## config.mk

```make
export PLATFORM = sky130hd
export DESIGN_NAME = aritmetica
export DESIGN_NICKNAME = d
export VERILOG_FILES = /design/src/rtl/aritmetica_pkg.sv /design/src/rtl/aritmetica_saturador.sv /design/src/rtl/aritmetica.sv
export SDC_FILE = /design/constraint.sdc
export NUM_CORES = 2
export LEC_CHECK = 0
export BUFFER_PORTS_ARGS = -buffer_cell sky130_fd_sc_hd__buf_2
export CORE_ASPECT_RATIO = 0.9
export CORE_MARGIN = 2
export CORE_UTILIZATION = 66
export DETAILED_ROUTE_END_ITERATION = 8
export PLACE_DENSITY = 0.95
export SYNTH_ARGS = -nofsm -noshare
export SYNTH_HDL_FRONTEND = slang
export SYNTH_SLANG_ARGS = --single-unit
```

## constraint.sdc

```tcl
create_clock -name clk -period 10.5 [get_ports clk]
set_clock_uncertainty 0.1 [all_clocks]
set_input_delay 2.1 -clock clk [delete_from_list [all_inputs] [get_ports clk]]
set_output_delay 2.1 -clock clk [all_outputs]
set_load 0.01 [all_outputs]
```

## src/rtl/aritmetica_pkg.sv

```systemverilog
// rtl/aritmetica_pkg.sv - shared fixed-point format constants and data word type
package aritmetica_pkg;

  localparam int W = 24;
  localparam int F = 10;

  typedef logic signed [W-1:0] data_t;

  localparam data_t SAT_MAX = {1'b0, {(W-1){1'b1}}};
  localparam data_t SAT_MIN = {1'b1, {(W-1){1'b0}}};

endpackage

```

## src/rtl/aritmetica_saturador.sv

```systemverilog
// rtl/aritmetica_saturador.sv - clamps a wide signed value into an OUT_W-bit signed word
module saturador
  import aritmetica_pkg::*;
#(
  parameter int IN_W  = 2*W + 1,
  parameter int OUT_W = W
) (
  input  logic signed [IN_W-1:0]  wide,
  output logic signed [OUT_W-1:0] sat
);

  // Limits expressed at the input width so the comparison stays exact.
  localparam logic signed [IN_W-1:0] LIM_MAX = {{(IN_W-OUT_W+1){1'b0}}, {(OUT_W-1){1'b1}}};
  localparam logic signed [IN_W-1:0] LIM_MIN = {{(IN_W-OUT_W+1){1'b1}}, {(OUT_W-1){1'b0}}};

  always_comb begin
    sat = wide[OUT_W-1:0];
    if (wide > LIM_MAX) begin
      sat = LIM_MAX[OUT_W-1:0];
    end else if (wide < LIM_MIN) begin
      sat = LIM_MIN[OUT_W-1:0];
    end
  end

endmodule

```

## src/rtl/aritmetica.sv

```systemverilog
// rtl/aritmetica.sv - two-stage saturating fixed-point multiply-add: C + ((M*E) >>> F)
module aritmetica #(
  parameter int W = aritmetica_pkg::W,
  parameter int F = aritmetica_pkg::F
) (
  input  logic                clk,
  input  logic                reset,
  input  logic                in_valid,
  input  logic signed [W-1:0] Constantes_G,
  input  logic signed [W-1:0] Multip_G,
  input  logic signed [W-1:0] Entrada_G,
  output logic signed [W-1:0] Valores,
  output logic                out_valid
);

  logic signed [2*W-1:0] prod;
  logic signed [2*W-1:0] prod_sh;
  logic signed [2*W-1:0] s1_prod;
  logic signed [W-1:0]   s1_const;
  logic                  s1_valid;
  logic signed [2*W:0]   sum;
  logic signed [W-1:0]   sat_val;

  // Full-precision product; the arithmetic shift floors toward -inf.
  assign prod    = (2*W)'(Multip_G) * (2*W)'(Entrada_G);
  assign prod_sh = prod >>> F;

  always_ff @(posedge clk) begin
    if (reset) begin
      s1_prod  <= '0;
      s1_const <= '0;
      s1_valid <= 1'b0;
    end else begin
      s1_prod  <= prod_sh;
      s1_const <= Constantes_G;
      s1_valid <= in_valid;
    end
  end

  // One extra bit over the product width guarantees the add cannot wrap.
  assign sum = (2*W+1)'(s1_prod) + (2*W+1)'(s1_const);

  saturador #(
    .IN_W (2*W + 1),
    .OUT_W(W)
  ) u_saturador (
    .wide(sum),
    .sat (sat_val)
  );

  always_ff @(posedge clk) begin
    if (reset) begin
      Valores   <= '0;
      out_valid <= 1'b0;
    end else begin
      Valores   <= sat_val;
      out_valid <= s1_valid;
    end
  end

endmodule

```

==> metrics.log <==
[metrics] total count of max-transition violations in the final report: 0
[metrics] vertical die dimension: 189.0 um
[metrics] final critical-path share of the clock period: 91.44%
[metrics] setup repair bufs after CTS: 0
[metrics] number of setup violations in the final report: 0
[metrics] number of buffers inserted for hold repair after clock tree synthesis: 0
[metrics] Register Area: 1762 sq um
[metrics] summed area of non-filler cells in the final layout: 26,110 sq um
[metrics] highest-count cells in the layout ignoring fill and taps: 616 x sky130_fd_sc_hd__inv_1, 607 x sky130_fd_sc_hd__fa_1, 315 x sky130_fd_sc_hd__nand2_1
[metrics] CTS tree: yes
[metrics] Die W: 209.6 um
[metrics] multi-input gate area in the final layout: 20,580 sq um
[metrics] ratio of routed vias to standard cells: 5.921
[metrics] proportion of layout cells with a drive suffix above 1: 6.038%
[metrics] clk root buf: sky130_fd_sc_hd__clkbuf_16
[metrics] Die Area: 39,620 sq um
[metrics] HPWL after DPL: 54,540 um
[metrics] maximum single-stage delay on the critical path: 0.57 ns
[metrics] synthesized netlist cell count: 2,704
[metrics] number of H-tree levels: 3
[metrics] cts repair resizes: 0
[metrics] flip-flop and latch count after synthesis: 88
[metrics] clock input transition at the sequential cells of the worst setup and hold paths: 0.07 ns
[metrics] routed len/inst: 20.36 um
[metrics] total clock buffers created by CTS: 9
[metrics] I/O pins: 100
[metrics] most frequently used flop master after synthesis: sky130_fd_sc_hd__dfxtp_1
[metrics] Placer Congestion: 1.040
[metrics] Max Root-Sink Buffers: 2
[metrics] synthesized net count: 3,554
[metrics] most common library cell in the layout ignoring fill and taps: sky130_fd_sc_hd__inv_1
[metrics] slew at the pin closest to its max-slew limit: 0.9957 ns
[metrics] total core area: 37,390 sq um
[metrics] via count of the routed design: 18,940
[metrics] net count reported at finish: 3,561
[metrics] Final Routed Wirelength: 65,130 um
[metrics] global-route total usage across every layer: 34.85%
[metrics] average size of a mapped cell: 9.286 sq um
[metrics] Yosys Warn Count: 0
[metrics] largest net degree at the start of global routing: 68
[metrics] distinct cell type count of the synthesized netlist: 69
[metrics] global-route wire length before repair: 107,300 um
[metrics] number of antenna violations at the first check in global routing: 0
[metrics] DRT iter0 DRCs: 1,992
[metrics] cell repeated most along the worst path: sky130_fd_sc_hd__fa_1
[metrics] worst setup margin: 0.8987 ns
[metrics] Setup WS pre-CTS: 0.6144 ns
[metrics] area post-placement: 25,820 sq um
[metrics] DRC: 0
[metrics] number of filler cells placed in the layout: 2,522
[metrics] number of global-route vias before repair: 21,260
[metrics] kind of launch point of the worst setup path: input pin
[metrics] Worst Path Class, Setup: in -> reg
[metrics] effective utilization at floorplan: 67.16%
[metrics] Slowest-stage cell, CP: sky130_fd_sc_hd__a31oi_1
[metrics] Final Instance Count excl. Fillers: 3,199
[metrics] clock period minus final worst setup slack: 9.601 ns
[metrics] register-to-register setup slack: 6.19 ns
[metrics] number of sinks driven by the clock tree: 88
[metrics] number of diodes added for antenna fixing: 0
[metrics] WP data arrival: 9.72 ns
[metrics] floorplan row count: 67
[metrics] cell area after synthesis: 25,110 sq um
[metrics] result of the run: complete, no violations
[metrics] worst-path maximum fanout: 24
[metrics] setup_tns: 0 ns
[metrics] class of the most critical hold timing path: reg -> reg
[metrics] element type at the critical path end: flop
[metrics] required time at the endpoint of the critical path: 10.62 ns
[metrics] total congestion overflow after global routing: 0
[metrics] I/O Buffers: 99
[metrics] proportion of register bits with asynchronous set or reset after synthesis: 0%
[metrics] length of the first detailed-routing pass in iterations: 9
[metrics] Clock Latency Late Sink: 0.36 ns
[metrics] Slew Limit Headroom: 33.41%
[metrics] final number of hold-violating endpoints: 0
[metrics] area growth from synthesis to final layout: 3.966%
[metrics] number of antenna-violating nets in the routed design: 0
[metrics] unrepaired setup endpoints after global routing: no
[metrics] fraction of the yosys area taken by sequential cells: 7.016%
[metrics] Post-Place Cells: 3,183
[metrics] Post-synth EDFFs: 0
[metrics] MaxCap Viol Count: 0
[metrics] Max Clock Freq: 104.2 MHz
[routing by layer]
layer	wire, um	up-vias	GRT usage (%)
met3	9073	289	12.29
met2	29990	1286	56.70
li1	-	8001	-
met4	2525	2	13.04
met1	23430	9362	42.99
met5	111	-	2.094
[stage by stage]
| stage | hold WS, ns | utilization [%] |
|---|---|---|
| final | 0.3536 | 69.82 |
| after global routing | 0.3602 | 69.82 |
| after CTS | 0.3577 | 69.82 |
| after detailed placement | 0.3354 | 69.07 |
| after global placement | 0.3325 | 69.07 |
| after floorplan | 0.3138 | - |
[synth_stat cells (3+ instances only)]
library cell | instances | share of area (%)
sky130_fd_sc_hd__or2_2 | 4 | 0.10
sky130_fd_sc_hd__a211oi_1 | 10 | 0.30
sky130_fd_sc_hd__a31oi_1 | 6 | 0.15
sky130_fd_sc_hd__a21oi_2 | 21 | 0.73
sky130_fd_sc_hd__nor2_1 | 84 | 1.3
sky130_fd_sc_hd__and2_1 | 279 | 7.0
sky130_fd_sc_hd__a311oi_1 | 4 | 0.14
sky130_fd_sc_hd__buf_6 | 4 | 0.18
sky130_fd_sc_hd__a21o_1 | 36 | 1.1
sky130_fd_sc_hd__xor2_1 | 29 | 1.0
sky130_fd_sc_hd__o21ai_1 | 5 | 0.10
sky130_fd_sc_hd__nand2_1 | 315 | 4.7
sky130_fd_sc_hd__nand4_1 | 10 | 0.25
sky130_fd_sc_hd__a211o_1 | 3 | 0.10
sky130_fd_sc_hd__clkbuf_1 | 105 | 1.6
sky130_fd_sc_hd__o211ai_1 | 6 | 0.18
sky130_fd_sc_hd__a21oi_1 | 66 | 1.3
sky130_fd_sc_hd__o21ai_0 | 38 | 0.76
sky130_fd_sc_hd__nor2b_1 | 39 | 0.97
sky130_fd_sc_hd__nand2b_1 | 13 | 0.32
sky130_fd_sc_hd__nand3_1 | 17 | 0.34
sky130_fd_sc_hd__a21boi_0 | 5 | 0.15
sky130_fd_sc_hd__ha_1 | 168 | 8.4
sky130_fd_sc_hd__or3_1 | 3 | 0.075
sky130_fd_sc_hd__xnor2_1 | 43 | 1.5
sky130_fd_sc_hd__and3_1 | 8 | 0.20
sky130_fd_sc_hd__nor3_1 | 11 | 0.22
sky130_fd_sc_hd__o21bai_1 | 9 | 0.27
sky130_fd_sc_hd__inv_1 | 616 | 9.2
sky130_fd_sc_hd__fa_1 | 607 | 48
sky130_fd_sc_hd__dfxtp_1 | 88 | 7.0
sky130_fd_sc_hd__o21a_1 | 6 | 0.18
[cell type report]
class | count | area share, %
inverter | 616 | 8.857
clock buffer | 9 | 0.8627
multi-input combinational | 1888 | 78.84
sequential | 88 | 6.748
timing repair buffer | 108 | 2.157
tap | 483 | 2.315
clock inverter | 7 | 0.2157
[kinds of logic (layout without fill, tap and decap cells)]
family,after synthesis,in the layout,share of synthesized area (%)
AND/OR/NAND/NOR,796,796,15.83
adder cells (fa/ha/maj),775,775,56.77
buffers and inverters,728,740,11.01
AO/OA/AOI/OAI,245,245,6.862
flip-flops,88,88,7.016
XOR/XNOR,72,72,2.511
[critical path: cells and delay by family]
family / cells / cell delay [ns]
AOI/OAI and AO/OA: 6 / 2.06
and+or+nand+nor: 4 / 0.64
adders and majority gates: 8 / 4.00
xor gates and xnor gates: 1 / 0.15
buffers and inverters: 7 / 0.76
[worst paths after layout]
kind                                   start          end  cells past startpoint
worst min-delay path                s1_valid    out_valid                      1
worst max register to register    s1_prod[0]   Valores[0]                     13
worst max-delay path            Multip_G[10]  s1_prod[35]                     26
worst min register to register      s1_valid    out_valid                      1
[registers in the layout, summed over array words and instances (netlist names)]
| signal | flops |
|---|---|
| s1_const | 24 |
| s1_prod | 38 |
| out_valid | 1 |
| Valores | 24 |
| s1_valid | 1 |
Power is left out: the tool's default activity adds up to more than one toggle a clock period on the data nets, which glitch-free logic cannot reach.
